$ cat src/rtl/lu_serial_arbiter.sv
// lu_serial_arbiter
//   Shares one external 1-bit logic unit (OR/NOR/AND/NAND) between two
//   clients. A transaction is a WIDTH-bit bitwise op, run LSB-first one
//   bit per clock. Clients are arbitrated round-robin.
//
// Ports
//   clk, reset            clock (rising edge), async active-high reset
//   req0/a0/b0/op0        client 0 request level, operands, opcode
//   req1/a1/b1/op1        client 1 request level, operands, opcode
//   gnt0, gnt1            one-cycle grant pulse (first RUN cycle)
//   busy                  high in RUN and DONE
//   done, done_id         one-cycle completion pulse and client served
//   result                last completed result, held until next done
//   lu_a, lu_b            bit operands driven to the external LU
//   lu_sel_op             LU invert select (op[0])
//   lu_sel_group          LU group select, 1 = AND group (op[1])
//   lu_s                  LU output, sampled on the same edge
module lu_serial_arbiter #(
  parameter int WIDTH = 8
) (
  input  logic             clk,
  input  logic             reset,
  input  logic             req0,
  input  logic [WIDTH-1:0] a0,
  input  logic [WIDTH-1:0] b0,
  input  logic [1:0]       op0,
  input  logic             req1,
  input  logic [WIDTH-1:0] a1,
  input  logic [WIDTH-1:0] b1,
  input  logic [1:0]       op1,
  output logic             gnt0,
  output logic             gnt1,
  output logic             busy,
  output logic             done,
  output logic             done_id,
  output logic [WIDTH-1:0] result,
  output logic             lu_a,
  output logic             lu_b,
  output logic             lu_sel_op,
  output logic             lu_sel_group,
  input  logic             lu_s
);

  localparam int CW = $clog2(WIDTH);

  typedef enum logic [1:0] {IDLE, RUN, DONE} state_t;

  state_t           state;
  logic             prio;     // client that wins a tie (the one not served last)
  logic             id_q;
  logic [CW-1:0]    cnt;
  logic [WIDTH-1:0] sa;
  logic [WIDTH-1:0] sb;
  // Bits collected so far; the final bit comes straight from lu_s, so
  // one bit less than WIDTH is enough.
  logic [WIDTH-2:0] res;

  logic             any_req;
  logic             win;
  logic [WIDTH-1:0] win_a;
  logic [WIDTH-1:0] win_b;
  logic [1:0]       win_op;
  logic             last_bit;
  logic [WIDTH-1:0] res_next;

  assign any_req  = req0 | req1;
  assign win      = (req0 & req1) ? prio : req1;
  assign win_a    = win ? a1 : a0;
  assign win_b    = win ? b1 : b0;
  assign win_op   = win ? op1 : op0;
  assign last_bit = (cnt == CW'(WIDTH - 1));
  assign res_next = {lu_s, res};

  // Control and registered outputs
  always_ff @(posedge clk or posedge reset) begin
    if (reset) begin
      state        <= IDLE;
      prio         <= 1'b0;
      id_q         <= 1'b0;
      cnt          <= '0;
      gnt0         <= 1'b0;
      gnt1         <= 1'b0;
      busy         <= 1'b0;
      done         <= 1'b0;
      done_id      <= 1'b0;
      result       <= '0;
      lu_a         <= 1'b0;
      lu_b         <= 1'b0;
      lu_sel_op    <= 1'b0;
      lu_sel_group <= 1'b0;
    end else begin
      gnt0 <= 1'b0;
      gnt1 <= 1'b0;
      done <= 1'b0;
      unique case (state)
        IDLE: begin
          if (any_req) begin
            state        <= RUN;
            id_q         <= win;
            prio         <= ~win;
            cnt          <= '0;
            gnt0         <= ~win;
            gnt1         <= win;
            busy         <= 1'b1;
            lu_a         <= win_a[0];
            lu_b         <= win_b[0];
            lu_sel_group <= win_op[1];
            lu_sel_op    <= win_op[0];
          end
        end
        RUN: begin
          cnt <= cnt + 1'b1;
          if (last_bit) begin
            state        <= DONE;
            done         <= 1'b1;
            done_id      <= id_q;
            result       <= res_next;
            lu_a         <= 1'b0;
            lu_b         <= 1'b0;
            lu_sel_group <= 1'b0;
            lu_sel_op    <= 1'b0;
          end else begin
            // Present the next operand bit, which is bit 1 before the shift.
            lu_a <= sa[1];
            lu_b <= sb[1];
          end
        end
        DONE: begin
          state <= IDLE;
          busy  <= 1'b0;
        end
        default: state <= IDLE;
      endcase
    end
  end

  // Operand and result shift registers
  always_ff @(posedge clk) begin
    if (state == IDLE && any_req) begin
      sa <= win_a;
      sb <= win_b;
    end else if (state == RUN) begin
      sa  <= sa >> 1;
      sb  <= sb >> 1;
      res <= res_next[WIDTH-1:1];
    end
  end

endmodule

$ cat config.mk
export PLATFORM = sky130hd
export DESIGN_NAME = lu_serial_arbiter
export DESIGN_NICKNAME = d
export VERILOG_FILES = /design/src/rtl/lu_serial_arbiter.sv
export SDC_FILE = /design/constraint.sdc
export NUM_CORES = 1
export LEC_CHECK = 0
export ABC_AREA = 0
export CORE_ASPECT_RATIO = 1.4
export CORE_MARGIN = 8
export CORE_UTILIZATION = 47
export CTS_CLUSTER_SIZE = 20
export DETAILED_ROUTE_END_ITERATION = 10
export GPL_ROUTABILITY_DRIVEN = 0
export GPL_TIMING_DRIVEN = 0
export PLACE_DENSITY_LB_ADDON = 0.1
export SYNTH_ARGS = -nofsm -noshare
export SYNTH_HDL_FRONTEND = slang
export SYNTH_SLANG_ARGS = --single-unit
export TNS_END_PERCENT = 50
$ cat constraint.sdc
create_clock -name clk -period 2.6 [get_ports clk]
set_clock_uncertainty 0.2 [all_clocks]
set_input_delay 0.52 -clock clk [delete_from_list [all_inputs] [get_ports clk]]
set_output_delay 0.52 -clock clk [all_outputs]
set_load 0.005 [all_outputs]
Word-level counts from Yosys, hierarchy flattened
Cells that the tools add are included.
- flip-flop bits (word level): 47
- bits in latches: 0
- memory bits (writable): 0
- memory bits (read-only): 0
- input port bits: 41
- output and inout bits: 17
- logic and storage cells: 71
- memories kept: 0
- add/subtract/negate cells: 1
- multiply operators: 0
- divide/modulo/power cells: 0
- $lt $le $gt $ge: 0
- equality and inequality tests: 5
- shifts and indexed selects: 0
- multiplexer cells: 32
- bitwise logic cells: 4
- reduce and logical (&&, ||, !) cells: 12
- operators by type and width (kind ; count):
    two-way mux 8 bit ; 6
    two-way mux 1 bit ; 15
    AND reduction 2 bit ; 6
    one-hot mux 1 bit (2 select lines) ; 5
    two-way mux 2 bit ; 3
    one-hot mux 3 bit (2 select lines) ; 1
    nonzero test 2 bit ; 3
    != test 2 bit, second input constant ; 2
    one-hot mux 2 bit (2 select lines) ; 1
    adder 3 x 1 -> 3 bit, second input constant ; 1
    == test 3 bit, second input constant ; 1
    two-way mux 3 bit ; 1
    AND reduction 3 bit ; 1
    == test 2 x 1 -> 1 bit, second input constant ; 1
    == test 2 bit, second input constant ; 1
    logical NOT 2 bit ; 1
    NOT 1 bit ; 2
    AND 1 bit ; 1
    logical AND 1 bit ; 1
    OR 1 bit ; 1

Longest topological paths before layout
Gate-level depths: netlist (run 1).
- word-level depth: 5
- depth in mapped cells: 7
- depth with buffers taken out: 6

Worst setup path after synthesis (run 1)
Ideal clock, no wire load.
- path kind: input to register
- start point: in req1
- end point: reg sa[1], enable pin
- setup time: 0.387 ns
- arrival time: 1.436 ns
- required time: 2.013 ns
- path slack: 0.577 ns
- cell stages on the path: 3
- buffers on the path: 1
- cells stage by stage: buf_2 nor3_1 nor2_1
- cells in the longest elaborated chain, start to end: 3
- RTL lines (item ; RTL line ; source):
    start: declaration ; 27 ; input logic req1,
    OR 1 bit ; 66 ; assign any_req = req0 | req1;
    logical AND 1 bit ; 139 ; if (state == IDLE && any_req) begin
    nonzero test 2 bit (no line) ; n/a ;
    end signal: assignment ; 140 ; sa <= win_a;
    end signal: assignment ; 143 ; sa <= sa >> 1;
    end: declaration ; 52 ; logic [WIDTH-1:0] sa;
No other way between the ends.
A chain may end at the register's enable or synchronous reset.

Final worst setup path (run 1)
- start point: in req0
- end point: reg sa[4], enable pin
- cells in the longest elaborated chain, start to end: 3
- RTL lines (item ; RTL line ; source):
    start: declaration ; 23 ; input logic req0,
    OR 1 bit ; 66 ;
    logical AND 1 bit ; 139 ;
    nonzero test 2 bit (no line) ; n/a ;
No other way between the ends.

==> impl_metrics.yaml, run 1 <==
outcome:
  outcome: "finished clean"
synth:
  yosysUniqueCellTypes: 26
  yosys_warnings: 0
  synth.top_cell.area_share_pct: 31.84
  yosys.area.top_type: "edfxtp_1"
  avgSynthCellArea_sq_um: 12.95
  syn-instance-count: 153
  synth_area_leaders: "edfxtp_1 (32%), dfrtp_1 (30%), mux2i_1 (7.1%)"
  ys_seq_area_share_pct: 62.16
  synth_top_flop_cell: "dfrtp_1"
  synthTopCellsByCount: "dfrtp_1 (24), edfxtp_1 (21), nand2_1 (21)"
  async_flop_share_pct: 53.33
  syn_area_sq_mm: 0.001981
  synth_most_common_cell: "dfrtp_1"
  ys_seq_elements: 45
  synth_edf_count: 21
  synth_nets: 197
timing:
  period_needed_ns: 2.077
  worstMarginPinSlew_ns: 0.9132
  slew_viol_final: 0
  max_freq_ghz: 0.4815
  max_slew_margin_pct: 39.05
  min_period_over_period_pct: 79.88
  holdWs_ns: 0.2656
  finalHoldViolations: 0
  rsz0062_at_grt: "false"
  setup_violations: 0
routing:
  wirelength_microns: 4113
  drtIter0Drc: 47
  num_vias: 1361
  avgViaCountPerCell: 5.195
  ant_nets: 0
  dr.pass1.iters: 4
  wire_per_inst_microns: 15.70
  drc: 0
final_layout:
  nNetsFinal: 260
  final_cell_area_sq_mm: 0.002714
  drive_above_1_share_pct: 14.29
  area_delta_synth_final_pct: 37.02
  num_antenna_cells: 0
min_path:
  min_path_cells: 0
  hp-class: "reg -> reg"
grt:
  grt_overflow: 0
  grtUsageTotal_pct: 13.65
  antenna_found_initial: 0
  grt_max_degree: 25
  grt_pass1_vias: 1563
  grt_first_pass_wirelength_microns: 6934
worst_setup_path:
  crit_path_end_kind: "flop"
  reg2regPathDepth: 3
  crit_fanout: 16
  arrival_ns: 1.81
  start_kind: "primary input"
  worstSetupPathType: "in -> reg"
  cp_data_required_time_ns: 2.33
floorplan:
  die_h_microns: 92.81
  initial_core_util_pct: 47.91
  rows: 28
  coreArea_sq_mm: 0.004134
  dieArea_sq_mm: 0.006577
  die_w_microns: 70.87
  io_pins: 58
placed_design:
  hpwl_microns: 3124
  placed_area_sq_mm: 0.002597
  io_buffers: 56
cts:
  cts_root_buf: "clkbuf_8"
  clk_path_buf_depth: 2
  cts.sinks: 45
  htree_levels: 2
  path_clk_slew_ns: 0.08
  cts_tree: "built"
  cts_hold_buf: 0
  cts_made_buffers: 5
  insertion_delay_ns: 0.30
power:
  powerDensity_mw_per_mm2: 1033
  peakVddDrop_v: 0.0005189
  power_leakage_uw: 0.001195
  total_power_uw: 2803
run:
  maxCapViolCount: 0
[final timing paths]
path / end / from / slack [ns]
worst min register to register: res[4] / res[5] / 0.27
worst min-delay path: res[4] / res[5] / 0.27
worst max register to register: sa[4] / state[0] / 0.77
worst max-delay path: sa[4] / req0 / 0.52
max in group asynchronous: result[1] / reset / 1.12
min in group asynchronous: result[5] / reset / 0.52
[registers in the layout, indices dropped and copies added (netlist names)]
| signal | count |
|---|---|
| lu_b | 1 |
| res | 7 |
| state | 2 |
| lu_a | 1 |
| sa | 7 |
| result | 8 |
| id_q | 1 |
| cnt | 3 |
| sb | 7 |
| lu_sel_op | 1 |
| gnt1 | 1 |
| gnt0 | 1 |
| busy | 1 |
| done | 1 |
| prio | 1 |
| done_id | 1 |
| lu_sel_group | 1 |
[where the power goes]
part           internal [uW]  switching, uW  total [uW]
Combinational            550            455        1000
Clock                    274            236         510
Sequential              1140            144        1290
[cell type report]
type,instances,area (sq um)
sequential,45,1231
clock inverter,1,6.256
timing repair buffer,56,560.5
tap,45,56.30
buffer,7,62.56
inverter,5,23.77
clock buffer,7,107.6
fill,358,1420
multi-input combinational,96,665.6
[metal layers]
| layer | global-route usage [%] | routed length [microns] |
|---|---|---|
| met5 | 0 | 0 |
| met4 | 7.840 | 91 |
| met2 | 23.74 | 2171 |
| met1 | 13.09 | 1597 |
| met3 | 5.946 | 253 |
[logic make-up (layout without fill, tap and decap cells)]
kind of cell | count (synthesis) | in the layout | share of synthesized area, %
mux | 23 | 23 | 13.52
compound gates | 28 | 28 | 7.960
simple gates | 42 | 42 | 10.11
fa+ha+maj | 3 | 3 | 1.895
buf+inv | 12 | 76 | 4.358
flops | 45 | 45 | 62.16
[what timing repair did]
item,4_1_cts,5_1_grt
resized for setup,0,1
setup buffers,0,0
setup endpoints to repair,0,14
[metrics by stage]
| stage | cells | setup slack, ns | TNS [ns] | utilization, % |
|---|---|---|---|---|
| CTS | 262 | 0.09489 | 0 | 65.59 |
| global route | 262 | 0.4074 | 0 | 65.65 |
| detailed placement | 254 | -0.2319 | -3.598 | 62.83 |
| global placement | 254 | -0.1943 | -2.932 | 62.83 |
| finish | 262 | 0.5231 | 0 | 65.65 |
| floorplan | 153 | 0.5766 | 0 | - |
[cells in the final DEF, fill, tap and decap left out, drive strengths merged]
master | Yosys | routed
a21o | 1 | 1
edfxtp | 21 | 21
nand3 | 8 | 8
mux2 | 9 | 9
and2 | 1 | 1
clkbuf | 1 | 8
nor3 | 2 | 2
mux2i | 14 | 14
a311oi | 2 | 2
nor2 | 6 | 6
nand2 | 24 | 24
ha | 3 | 3
buf | 6 | 6
a21oi | 3 | 3
a31oi | 3 | 3
clkdlybuf4s50 | 0 | 56
inv | 5 | 6
o21ai | 19 | 19
nand2b | 1 | 1
dfrtp | 24 | 24
[critical path, stage by stage]
cell and delay (ns):
clkdlybuf4s50_1 0.56, nor3_1 0.12, nor2_2 0.61
Power figures use the tool's default switching activity.
==> inputs of run 2 (changes only) <==
Settings changed: CORE_UTILIZATION 47 to 42.
Clock period 2.6 ns to 1.79 ns, I/O delays scaled along.
==> impl_metrics.yaml, run 2 (synthesis results as in run 1) <==
cts:
  clk_path_buf_depth: 2
  cts_made_buffers: 5
  insertion_delay_ns: 0.29
  post-cts-setup-buffers: 0
  htree_levels: 2
  path_clk_slew_ns: 0.08
  cts_tree: "built"
  cts_root_buf: "clkbuf_8"
  cts.sinks: 45
routing:
  wirelength_microns: 4242
  wire_per_inst_microns: 15.20
  drtIter0Drc: 43
  num_vias: 1370
  drc: 0
  ant_nets: 0
  dr.pass1.iters: 4
  avgViaCountPerCell: 4.910
worst_setup_path:
  r2r-start: "state[1]"
  worstSetupPathType: "reg -> out"
  cp_slowest_stage_delay_ns: 0.51
  crit_path_end_kind: "output port"
  cp_cell_sequence: "clkdlybuf4s50_1"
  crit_fanout: 2
  arrival_ns: 1.16
  cp_data_required_time_ns: 1.23
  path_buf_inv: 1
  crit_family: "buffers and inverters"
  start_kind: "flop"
  worstSetupStartpoint: "lu_sel_group"
  crit_path_top_delay_cell: "clkdlybuf4s50_1"
timing:
  max_slew_margin_pct: 39.98
  rsz0062_at_grt: "false"
  finalHoldViolations: 0
  holdWs_ns: 0.2048
  period_needed_ns: 1.717
  setup-tns-final_ns: 0
  setup_violations: 0
  max_freq_ghz: 0.5823
  timing.final.ws_setup_ns: 0.07277
  slew_viol_final: 0
  worstMarginPinSlew_ns: 0.8993
  min_period_over_period_pct: 95.93
power:
  p_clk_share_pct: 17.7
  p_sw_uw: 1215
  p_int_uw: 2876
  pwr-share-seq_pct: 45.9
  power_leakage_uw: 0.001214
  combinationalPowerShare_pct: 36.4
  peakVddDrop_v: 0.0007660
  powerDensity_mw_per_mm2: 1476
  swShare_pct: 29.70
placed_design:
  io_buffers: 56
  dp_worst_setup_slack_ns: -0.5023
  hpwl_microns: 3296
grt:
  grt_first_pass_wirelength_microns: 7245
  grtUsageTotal_pct: 12.83
  use_met2_pct: 22.69
  grt_util_met3_pct: 4.959
  grt_max_degree: 25
  grt.busiest_layer: "met2"
  grt_overflow: 0
  grt_use_met1_pct: 12.84
  grt_pass1_vias: 1624
  antenna_found_initial: 0
final_layout:
  largest_reg_flops: 8
  area_delta_synth_final_pct: 39.99
  final_common_cell: "clkdlybuf4s50_1"
  num_antenna_cells: 0
  fill_cells: 407
  final_cell_mix: "clkdlybuf4s50_1 (54), dfrtp_1 (23), nand2_1 (21), edfxtp_1 (21), mux2i_1 (14)"
  top_register: "result"
  nNetsFinal: 260
  drive_above_1_share_pct: 15.21
floorplan:
  io_pins: 58
  die_w_microns: 74.04
  die_h_microns: 97.26
  rows: 29
  initial_core_util_pct: 43.67
  dieArea_sq_mm: 0.007201
  coreArea_sq_mm: 0.004536
outcome:
  outcome: "finished clean"
min_path:
  hold_path_startpoint: "req1"
  hp-class: "in -> reg"
run:
  maxCapViolCount: 0
==> run 2: final cells by class <==
class	count	area (sq um)	share of cell area, %
flip-flops and latches	45	1232	44.45
clock buffers	8	111.4	4.016
inverters	5	23.77	0.8574
multi-input cells	96	699.4	25.23
plain buffers	7	62.56	2.256
well taps	62	77.57	2.798
repair buffers	56	565.5	20.40
==> run 2: final timing paths <==
| check | to | slack, ns | cells past startpoint |
|---|---|---|---|
| worst max-delay path | lu_sel_group | 0.07 | 1 |
| worst min-delay path | prio | 0.20 | 2 |
| worst max register to register | result[0] | 0.09 | 6 |
| worst min register to register | res[5] | 0.26 | 0 |
| max in group asynchronous | state[1] | 0.42 | 2 |
| min in group asynchronous | result[6] | 0.35 | 2 |
==> run 2: timing repair <==
action / 4_1_cts / 5_1_grt
gates cloned: 0 / 0
pin swaps: 0 / 0
hold buffers: 0 / 0
resized for setup: 1 / 9
endpoints found under the setup margin: 23 / 41
==> run 2: metal layers <==
| metal | share of wire, % | up-vias |
|---|---|---|
| li1 | - | 668 |
| met1 | 37 | 659 |
| met5 | 0 | - |
| met4 | 1.4 | 0 |
| met2 | 55 | 37 |
| met3 | 6.9 | 6 |
==> run 2: per-stage QoR <==
| stage | instances | power (uW) | cell area (sq um) | util (%) |
|---|---|---|---|---|
| 2_1_floorplan | 153 | 2705 | 1983 | - |
| 3_3_place_gp | 271 | 3321 | 2621 | 57.79 |
| 3_5_place_dp | 271 | 3389 | 2621 | 57.79 |
| 4_1_cts | 279 | 4116 | 2738 | 60.36 |
| 5_1_grt | 279 | 4400 | 2773 | 61.13 |
| 6_report | 279 | 4091 | 2773 | 61.13 |
==> run 2: worst reg2reg max path, delay by kind of cell, from the launching register on <==
| kind | cells | cell delay [ns] |
|---|---|---|
| buffers and inverters | 3 | 0.42 |
| DFF | 1 | 0.48 |
| and+or+nand+nor | 2 | 0.19 |
| muxes | 1 | 0.29 |
==> run 2: power groups by stage <==
stage               combinational (uW)  sequential (uW)  clock (uW)
floorplan                          847             1860           0
global placement                  1440             1880           0
detailed placement                1480             1900           0
CTS                               1490             1880         740
global route                      1670             1950         781
finish                            1490             1880         723
==> inputs of run 3 (changes only) <==
Settings changed: CTS_CLUSTER_DIAMETER set to 40.
==> results of run 3 <==
The final DEF is identical to that of run 2; final timing and power are the same.
